**src/rtl/mph_phase_ctrl.sv**
```systemverilog
// Purpose : one-hot phase-enable rotation sequencer (start / stop / realign) for the Np-phase clock path.
// Latency : first ph_en bit two edges after an accepted start (IDLE->ARM->RUN); outputs are registered.
// Backpressure: none; start/stop/sync are level-sampled per state and never stalled.
//
// Ports
//   clk      in   1    master clock, all state updates on posedge
//   rst      in   1    asynchronous reset, active-high
//   start    in   1    start request, honoured in IDLE only
//   stop     in   1    stop request, honoured in ARM/RUN only
//   sync     in   1    realign-to-phase-0 request, honoured in RUN only
//   n_ph     in   W    active phase count, latched into n_act on an accepted start
//   ph_en    out  Np   registered one-hot phase enable, all-zero when not rotating
//   ph_idx   out  IW   index of the asserted ph_en bit, 0 when not rotating
//   wrap     out  1    high while ph_idx == n_act-1 in RUN/DRAIN
//   running  out  1    high in RUN and DRAIN
//   cfg_err  out  1    sticky: last start was rejected for an illegal n_ph
module mph_phase_ctrl #(
   parameter  int Np           = 4,
   parameter  bit STOP_AT_WRAP = 1'b1,
   localparam int W            = $clog2(Np) + 1,
   localparam int IW           = (Np > 1) ? $clog2(Np) : 1
) (
   input  logic          clk,
   input  logic          rst,
   input  logic          start,
   input  logic          stop,
   input  logic          sync,
   input  logic [W-1:0]  n_ph,
   output logic [Np-1:0] ph_en,
   output logic [IW-1:0] ph_idx,
   output logic          wrap,
   output logic          running,
   output logic          cfg_err
);

   typedef enum logic [1:0] {
      S_IDLE  = 2'd0,
      S_ARM   = 2'd1,
      S_RUN   = 2'd2,
      S_DRAIN = 2'd3
   } state_t;

   localparam logic [Np-1:0] EN_BASE = Np'(1);

   state_t        state, state_nxt;
   logic [W-1:0]  n_act, n_act_nxt;
   logic [IW-1:0] idx_nxt;
   logic [IW-1:0] idx_inc;
   logic [Np-1:0] ph_en_nxt;
   logic          cfg_err_nxt;
   logic          at_last;
   logic          n_ph_ok;
   logic          rot_nxt;

   // ph_idx is zero-extended to W bits so it compares directly against n_act-1.
   assign at_last = (W'(ph_idx) == (n_act - W'(1)));
   assign idx_inc = at_last ? '0 : (ph_idx + IW'(1));
   assign n_ph_ok = (n_ph != '0) && (n_ph <= W'(Np));

   // Both decode from registered state only, so they are glitch-free with ph_en.
   assign running = (state == S_RUN) || (state == S_DRAIN);
   assign wrap    = running && at_last;

   always_comb begin
      state_nxt   = state;
      n_act_nxt   = n_act;
      idx_nxt     = ph_idx;
      cfg_err_nxt = cfg_err;

      case (state)
         S_IDLE: begin
            // stop beats start: nothing is latched and cfg_err is left alone
            if (start && !stop) begin
               if (n_ph_ok) begin
                  state_nxt   = S_ARM;
                  n_act_nxt   = n_ph;
                  cfg_err_nxt = 1'b0;
               end else begin
                  cfg_err_nxt = 1'b1;
               end
            end
         end
         S_ARM: begin
            if (stop) begin
               state_nxt = S_IDLE;
            end else begin
               state_nxt = S_RUN;
               idx_nxt   = '0;
            end
         end
         S_RUN: begin
            // stop outranks sync; a draining stop keeps the rotation advancing
            if (stop) begin
               if (!STOP_AT_WRAP || at_last) begin
                  state_nxt = S_IDLE;
               end else begin
                  state_nxt = S_DRAIN;
                  idx_nxt   = idx_inc;
               end
            end else if (sync) begin
               idx_nxt = '0;
            end else begin
               idx_nxt = idx_inc;
            end
         end
         S_DRAIN: begin
            if (at_last) begin
               state_nxt = S_IDLE;
            end else begin
               idx_nxt = idx_inc;
            end
         end
         default: begin
            state_nxt = S_IDLE;
         end
      endcase

      // Outside the rotating states the index is parked at 0 and all enables drop.
      rot_nxt = (state_nxt == S_RUN) || (state_nxt == S_DRAIN);
      if (!rot_nxt) begin
         idx_nxt = '0;
      end
      ph_en_nxt = rot_nxt ? (EN_BASE << idx_nxt) : '0;
   end

   always_ff @(posedge clk or posedge rst) begin
      if (rst) begin
         state   <= S_IDLE;
         n_act   <= W'(Np);
         ph_idx  <= '0;
         ph_en   <= '0;
         cfg_err <= 1'b0;
      end else begin
         state   <= state_nxt;
         n_act   <= n_act_nxt;
         ph_idx  <= idx_nxt;
         ph_en   <= ph_en_nxt;
         cfg_err <= cfg_err_nxt;
      end
   end

   // ph_en must be exactly one-hot while rotating and silent otherwise.
   a_ph_en_onehot : assert property (@(posedge clk) disable iff (rst)
      (running ? $onehot(ph_en) : (ph_en == '0)));

endmodule

```
**config.mk**
```make
export PLATFORM = sky130hd
export DESIGN_NAME = mph_phase_ctrl
export DESIGN_NICKNAME = d
export VERILOG_FILES = /design/src/rtl/mph_phase_ctrl.sv
export SDC_FILE = /design/constraint.sdc
export NUM_CORES = 1
export LEC_CHECK = 0
export BUFFER_PORTS_ARGS = -buffer_cell sky130_fd_sc_hd__clkbuf_2
export CORE_MARGIN = 3
export CORE_UTILIZATION = 40
export DETAILED_ROUTE_END_ITERATION = 10
export PLACE_DENSITY = 0.65
export SLEW_MARGIN = 40
export SYNTH_ARGS = -nofsm -noshare
export SYNTH_HDL_FRONTEND = slang
export SYNTH_SLANG_ARGS = --single-unit
```
**constraint.sdc**
```tcl
create_clock -name clk -period 2.7 [get_ports clk]
set_input_delay 0.405 -clock clk [delete_from_list [all_inputs] [get_ports clk]]
set_output_delay 0.405 -clock clk [all_outputs]
set_load 0.1 [all_outputs]
```
==> impl_metrics.csv, run 1 <==
group,metric,value,unit
status,run_status,"finished clean",
synthesis,synth_nets,64,
floorplanning,pin_count,17,
drt,drc,0,
clock_tree,path_clk_slew,80,ps
timing,setup_viol,0,
clock_tree,cts_sinks,12,
global_route,grt_use_total,0.127,
layout,multi_input_area,253,um2
clock_tree,ctsResizeCount,0,
clock_tree,clock-root-buffer,"clkbuf_4",
timing,drv_slew,0,
timing,skew,3.97,ps
worst_setup_path,required,2300,ps
layout,drive_above_1_share,0.378,
floorplanning,fp.dieW,43.9,um
synthesis,avgSynthCellArea,10.6,um2
timing,max_slew.worst_pin.slew,545,ps
timing,min_period,2340,ps
drt,drt_wl_total,1050,um
drt,wl_per_cell,11.8,um
global_route,antenna_found_initial,0,
layout,layout_common_cells,"16 x clkbuf_2, 11 x dfrtp_1, 7 x nor2_1, 5 x inv_1, 4 x nand2_1",
placement,port-buffer-count,16,
worst_setup_path,cp_max_fo,6,
worst_setup_path,start_kind,"flip-flop",
worst_setup_path,worstPathArrival,1930,ps
clock_tree,hold_buffers,0,
worst_setup_path,end_kind,"output port",
worst_setup_path,crit_type,"reg -> out",
synthesis,syn_inst,54,
global_route,grt.overflow.total,0,
clock_tree,cts_made_buffers,3,
timing,fin_setup_tns,0,ps
drt,postRouteAntennaNets,0,
clock_tree,cts_tree,"done",
floorplanning,num_rows,13,
drt,drtPass1Iterations,2,
placement,place_congestion,0.730,
layout,num-fill-cells,126,
floorplanning,start_util,0.436,
layout,fin_nets,85,
drt,drt-initial-drc-count,11,
layout,syn_to_final_growth,24.6,%
hold_path,hold_class,"in -> async",
drt,via_count,433,
layout,regArea,302,um2
synthesis,ys_warn_count,0,
synthesis,synth_area,574,um2
floorplanning,design.core.area,1320,um2
timing,min_period_over_period,0.866,
clock_tree,htreeDepth,1,
job,cap_violations,0,
floorplanning,dieArea,1930,um2
global_route,grt_first_pass_wirelength,1690,um
clock_tree,post_cts_buffers,0,
placement,dpl.hpwl,863,um
layout,antenna_cells,0,
clock_tree,insertion_delay,270,ps
global_route,grt_pass1_vias,412,
timing,rsz0062_at_grt,"false",
layout,final_common_cell,"clkbuf_2",
floorplanning,die-height,43.9,um
timing,finalHoldViolations,0,
synthesis,ys_types,21,
timing,max-slew-margin-rel,0.638,
synthesis,yosysSeqAreaShare,0.525,
synthesis,synth.ff_latch_count,12,
clock_tree,cts_buffer_depth,2,
drt,via_per_inst,4.87,
timing,maxClockFrequency,0.428,GHz
global_route,grt_max_degree,13,
-- sequential cells by signal, indices dropped and copies added (netlist names) --
register	flops
ph_idx	2
n_act	3
cfg_err	1
state	2
ph_en	4
-- path summary, 6_finish.rpt --
path	from	to	slack (ps)	depth (start not counted)
max	n_act[0]	wrap	360	7
min	rst	cfg_err	100	2
max reg2reg	n_act[0]	ph_en[0]	490	9
min reg2reg	cfg_err	cfg_err	510	1
max in group asynchronous	rst	n_act[2]	2260	2
min in group clk	n_ph[0]	n_act[0]	380	2
-- layer usage --
| layer | up-vias | routed length [um] | share of wire | global-route usage |
|---|---|---|---|---|
| met4 | 0 | 21 | 0.020 | 0.0904 |
| met5 | - | 0 | 0 | 0 |
| li1 | 222 | - | - | - |
| met2 | 8 | 496 | 0.47 | 0.186 |
| met1 | 199 | 492 | 0.47 | 0.159 |
| met3 | 4 | 43 | 0.041 | 0.0373 |
-- cells in the mapped netlist, drive strengths merged --
master	count	area, um2
dfstp	1	26.3
a21oi	1	5.00
dfrtp	11	275
nor2	8	30.0
xor2	2	17.5
nor3b	3	22.5
and3	1	6.26
ha	2	25.0
nand2	4	15.0
xnor2	3	26.3
or4b	1	13.8
o21a	1	7.51
mux2	3	33.8
nor4	1	6.26
or3	1	6.26
o21bai	1	7.51
inv	5	18.8
nand3	1	5.00
o21ai	2	10.0
clkbuf	1	3.75
o211ai	1	12.5
-- kinds of logic after synthesis --
family | synth area share
adders and majority gates | 0.0436
AOI/OAI and AO/OA | 0.0741
and+or+nand+nor | 0.183
DFF | 0.525
muxes | 0.0588
xor gates and xnor gates | 0.0763
buffers and inverters | 0.0392
-- stage by stage --
step,instances,hold WS (ps),setup WS (ps),utilization,area [um2]
after global routing,89,125,256,0.543,716
after detailed placement,85,418,491,0.516,679
after floorplan,54,269,120,-,577
after CTS,89,120,338,0.543,716
after global placement,85,424,538,0.516,679
final,89,103,362,0.543,716
-- critical path, stage by stage (launching register included) --
cell and delay (ps):
dfrtp_1 380, inv_1 50, ha_1 290, xor2_1 130, nand3_1 110, buf_4 170
nor2_2 70, clkbuf_2 450
-- final cells by class --
| type | count | share of cell area |
|---|---|---|
| well taps | 15 | 0.0262 |
| inverters | 5 | 0.0262 |
| flip-flops and latches | 12 | 0.421 |
| multi-input cells | 36 | 0.353 |
| clock buffers | 4 | 0.0507 |
| repair buffers | 17 | 0.122 |
Power of run 1 is left out: the tool's default activity adds up to more than one toggle a clock period on the data nets, which glitch-free logic cannot reach.
==> inputs of run 2 (changes only) <==
- ABC_AREA: unset -> 1
==> run 2 against run 1 <==
Compared with the run above: first-iteration DRC count down 27%; clock-buffer cell count unchanged; hold slack got worse by 13 ps; critical path type unchanged; clock skew is 2.0 ps lower; via count up 21%; register-to-register slack better by 250 ps.
==> impl_metrics.csv, run 2 <==
group,metric,value,unit
synthesis,yosysSeqAreaShare,0.482,
worst_setup_path,r2r_start,"n_act[0]",
worst_setup_path,start_kind,"flip-flop",
worst_setup_path,required,2300,ps
synthesis,synth_area,626,um2
layout,num-fill-cells,129,
synthesis,synth.ff_latch_count,12,
clock_tree,ctsResizeCount,0,
synthesis,synthFlopType,"dfrtp_1",
clock_tree,post_cts_buffers,0,
timing,fin_setup_tns,0,ps
layout,antenna_cells,0,
floorplanning,fp.dieW,45.5,um
timing,drv_slew,0,
timing,setup_viol,0,
timing,rsz0062_at_grt,"false",
synthesis,synth.most_common_cell,"nand2_1",
worst_setup_path,r2r_slack,740,ps
floorplanning,dieArea,2070,um2
synthesis,syn_inst,79,
drt,drtPass1Iterations,4,
layout,regMostFlops,"ph_en",
global_route,grt_first_pass_wirelength,1730,um
clock_tree,path_clk_slew,70,ps
timing,min_period_over_period,0.845,
synthesis,ys_warn_count,0,
placement,dpl_cell_area,722,um2
layout,fin_nets,109,
placement,dpl.hpwl,834,um
clock_tree,htreeDepth,1,
timing,finalHoldViolations,0,
drt,drc,0,
clock_tree,insertion_delay,270,ps
placement,place_congestion,0.760,
synthesis,ys_types,18,
global_route,antenna_found_initial,0,
floorplanning,start_util,0.452,
synthesis,synthDominantCellAreaShare,0.440,
worst_setup_path,end_kind,"output port",
worst_setup_path,crit_type,"reg -> out",
global_route,grt.overflow.total,0,
drt,drt_wl_total,1030,um
drt,postRouteAntennaNets,0,
worst_setup_path,cp_max_fo,5,
status,run_status,"finished clean",
floorplanning,design.core.area,1380,um2
worst_setup_path,worstPathArrival,1880,ps
synthesis,async_flop_share,1.00,
timing,max_slew.worst_pin.slew,542,ps
global_route,grt_max_degree,13,
job,cap_violations,0,
layout,layout_common_cells,"20 x nand2_1, 16 x clkbuf_2, 15 x nor2_1, 11 x dfrtp_1, 10 x inv_1",
layout,syn_to_final_growth,21.2,%
drt,wl_per_cell,9.11,um
drt,via_per_inst,4.63,
global_route,grt_pass1_vias,425,
floorplanning,die-height,45.5,um
synthesis,synth_nets,89,
clock_tree,hold_buffers,0,
synthesis,synth_area_leaders,"dfrtp_1 44%, nand2_1 12%, nor2_1 9.6%, inv_1 6.0%, dfstp_2 4.2%",
worst_setup_path,rr_worst_depth,11,
timing,max-slew-margin-rel,0.640,
layout,largest_reg_flops,4,
layout,final_common_cell,"nand2_1",
synthesis,avgSynthCellArea,7.92,um2
timing,maxClockFrequency,0.439,GHz
clock_tree,clock-root-buffer,"clkbuf_4",
placement,port-buffer-count,16,
synthesis,synth_edf_count,0,
synthesis,yosys.area.top_type,"dfrtp_1",
worst_setup_path,worstReg2RegEnd,"ph_en[1]",
timing,min_period,2280,ps
layout,multi_input_area,273,um2
timing,skew,2.02,ps
floorplanning,num_rows,13,
layout,regArea,302,um2
drt,drt-initial-drc-count,8,
synthesis,synth_commonest_cells,"20 x nand2_1, 16 x nor2_1, 11 x dfrtp_1",
global_route,grt_use_total,0.121,
layout,drive_above_1_share,0.306,
drt,via_count,523,
hold_path,hold_class,"in -> async",
layout,fin_util,0.548,
clock_tree,cts_made_buffers,3,
layout,reg_top3,"ph_en: 4 flops, n_act: 3 flops",
clock_tree,cts_sinks,12,
layout,final_area,758,um2
clock_tree,cts_tree,"done",
floorplanning,pin_count,17,
clock_tree,cts_buffer_depth,2,
[run 2: cell count changes after synthesis, sizes merged, moves of 2 or more]
cell and change:
nand2 +18, nand3 +3, nor2 +9, mux2 -3
nor3b -3, inv +8, nand4 +2
[run 2: kinds of logic after synthesis]
| family | count (synthesis) | synth area share |
|---|---|---|
| buf+inv | 14 | 0.0860 |
| xor+xnor | 3 | 0.0420 |
| fa+ha+maj | 2 | 0.0400 |
| flops | 12 | 0.482 |
| compound gates | 2 | 0.0160 |
| simple gates | 46 | 0.334 |
[run 2: per-stage QoR]
| step | cells | setup WS [ps] | hold slack (ps) |
|---|---|---|---|
| finish | 113 | 420 | 90.5 |
| global route | 113 | 271 | 131 |
| floorplan | 79 | 162 | 269 |
| detailed placement | 109 | 704 | 408 |
| CTS | 113 | 398 | 111 |
| global placement | 109 | 736 | 408 |
[run 2: layout make-up]
class / count / share of cell area
flip-flops and latches: 12 / 0.398
repair buffers: 16 / 0.106
inverters: 13 / 0.0644
clock buffers: 4 / 0.0479
multi-input cells: 53 / 0.360
well taps: 15 / 0.0248
[run 2: worst max-delay path, cell delays in order, from the launching register on]
cell	delay [ps]
dfrtp_1	370
inv_1	90
ha_1	250
nand2_1	70
inv_1	30
nor2_1	100
nand3_2	140
nor2_2	100
clkbuf_2	450
[run 2: metal layers]
metal | routed length (um) | up-vias | global-route usage
li1 | - | 274 | -
met1 | 512 | 228 | 0.160
met5 | 0 | - | 0
met4 | 39 | 0 | 0.105
met3 | 66 | 5 | 0.0237
met2 | 411 | 16 | 0.164
[run 2: worst max-delay path by stage]
stage / slack [ps] / depth (start not counted) / end / from
global route: 270 / 8 / wrap / n_act[0]
global placement: 740 / 8 / wrap / n_act[0]
CTS: 400 / 8 / wrap / n_act[0]
detailed placement: 700 / 8 / wrap / n_act[0]
floorplan: 160 / 4 / wrap / ph_idx[1]
finish: 420 / 8 / wrap / n_act[0]
Power of run 2 is left out for the same reason.
==> inputs of run 3 (changes only) <==
- PLACE_DENSITY: 0.65 -> 0.67
- clock period: 2.7 -> 1.9 ns (I/O delays scaled with it)
==> run 3 against run 2 <==
Compared with the run above: critical path depth grew 1; first-iteration DRC count shrank 25%; core utilization grew 5.3 points; setup slack lost 380 ps; sequential cell count is the same; sequential share of layout area shrank 2.9 points; clock skew grew 4.5 ps; clock-buffer cell count is the same; global-route usage shrank 0.10 points; via count shrank 0.57%.
==> impl_metrics.csv, run 3 (synthesis results as in run 2) <==
group,metric,value,unit
clock_tree,cts_sinks,12,
placement,pre_cts_ws,-9.02,ps
worst_setup_path,crit_path_start,"n_act[0]",
worst_setup_path,worstPathArrival,1580,ps
floorplanning,fp.dieW,45.5,um
layout,multi_input_area,293,um2
placement,port-buffer-count,16,
layout,final_common_cell,"nand2_1",
worst_setup_path,r2r_slack,80,ps
worst_setup_path,rr_worst_depth,11,
layout,layout_common_cells,"20 x nand2_1, 15 x clkbuf_2, 14 x nor2_1, 9 x dfrtp_1, 8 x inv_1",
timing,rsz0062_at_grt,"true",
floorplanning,start_util,0.452,
timing,setup_viol,0,
worst_setup_path,required,1620,ps
placement,dpl.hpwl,943,um
worst_setup_path,worstReg2RegEnd,"ph_en[1]",
worst_setup_path,cp_max_fo,2,
layout,drive_above_1_share,0.379,
timing,setup_slack,35.6,ps
layout,largest_reg_flops,4,
placement,place_congestion,0.786,
timing,drv_slew,0,
global_route,grt_max_degree,13,
clock_tree,path_clk_slew,60,ps
global_route,grt_use_total,0.120,
layout,regArea,307,um2
timing,min_period_over_period,0.981,
clock_tree,cts_tree,"done",
worst_setup_path,critical_path.top_delay_family,"buffers and inverters",
timing,max-slew-margin-rel,0.641,
clock_tree,htreeDepth,1,
layout,regMostFlops,"ph_en",
status,run_status,"finished clean",
drt,drc,0,
drt,wl_per_cell,9.47,um
drt,postRouteAntennaNets,0,
drt,drt_wl_total,1120,um
placement,dp.cells,111,
floorplanning,die-height,45.5,um
worst_setup_path,path_cells,"inv_2, ha_4, nand2_1, inv_1, nor2_2, nand3_2, buf_6, nor2_4, buf_12",
global_route,grt_first_pass_wirelength,1760,um
job,cap_violations,0,
worst_setup_path,start_kind,"flip-flop",
timing,hold_ws,238,ps
timing,finalHoldViolations,0,
timing,fin_setup_tns,0,ps
drt,drtPass1Iterations,3,
layout,fin_nets,114,
global_route,antenna_found_initial,0,
global_route,grt.overflow.total,0,
drt,via_count,520,
drt,drt-initial-drc-count,6,
timing,skew,6.51,ps
floorplanning,num_rows,13,
worst_setup_path,crit_slowest_cell,"dfrtp_1",
worst_setup_path,r2r_start,"n_act[0]",
hold_path,hold_class,"in -> reg",
clock_tree,clock-root-buffer,"clkbuf_4",
clock_tree,cts_made_buffers,3,
drt,via_per_inst,4.41,
clock_tree,cts_buffer_depth,2,
layout,fin_cells,118,
hold_path,hold_start,"n_ph[2]",
clock_tree,insertion_delay,260,ps
worst_setup_path,endpoint,"wrap",
layout,antenna_cells,0,
floorplanning,design.core.area,1380,um2
layout,num-fill-cells,133,
timing,max_slew.worst_pin.slew,541,ps
floorplanning,dieArea,2070,um2
worst_setup_path,crit_path_max_incr_delay,380,ps
layout,reg_top3,"ph_en: 4 flops, n_act: 3 flops",
floorplanning,pin_count,17,
worst_setup_path,path_buf_inv,4,
worst_setup_path,end_kind,"output port",
worst_setup_path,crit_type,"reg -> out",
worst_setup_path,cp_num_cells,9,
timing,min_period,1860,ps
layout,syn_to_final_growth,33.0,%
global_route,grt_pass1_vias,425,
timing,maxClockFrequency,0.536,GHz
==> run 3: changes by cell type in the layout (fill, tap and decap cells not counted), moves of 2 or more <==
| cell | before | now |
|---|---|---|
| inv_1 | 10 | 8 |
| buf_4 | 0 | 3 |
| inv_2 | 3 | 5 |
| dfrtp_1 | 11 | 9 |
==> run 3: area by class of cell <==
type,count,area share
multi-input cells,53,0.352
flip-flops and latches,12,0.368
clock buffers,4,0.0316
repair buffers,21,0.167
inverters,13,0.0586
well taps,15,0.0226
==> run 3: repair_timing <==
| item | CTS | global route |
|---|---|---|
| pin swaps | 5 | 3 |
| buffers inserted | 2 | 0 |
| hold endpoints to repair | 6 | 0 |
| gates resized for setup | 5 | 0 |
| setup endpoints to repair | 3 | 4 |
| hold buffers | 1 | 0 |
==> run 3: through the flow <==
step / util / instance area (um2)
final: 0.602 / 832
after detailed placement: 0.551 / 762
after floorplan: - / 638
after global routing: 0.602 / 832
after CTS: 0.602 / 832
after global placement: 0.551 / 762
==> run 3: routing by layer <==
layer	track usage	up-vias	share of wire
li1	-	285	-
met5	0	-	0
met1	0.152	223	0.46
met3	0.0277	2	0.054
met2	0.201	10	0.48
met4	0.0351	0	0.0090
==> run 3: worst min-delay path, stage by stage <==
cell,delay (ps)
clkbuf_2,100
nand2_1,60
nand2_1,50
==> run 3: worst min-delay path by stage <==
| stage | cells after the start | end | slack, ps |
|---|---|---|---|
| 2_1_floorplan | 1 | cfg_err | 150 |
| 3_3_place_gp | 2 | ph_en[3] | 290 |
| 3_5_place_dp | 2 | ph_en[3] | 280 |
| 4_1_cts | 3 | n_act[2] | 230 |
| 5_1_grt | 3 | n_act[2] | 270 |
| 6_report | 3 | n_act[2] | 240 |
Power of run 3 is left out for the same reason.
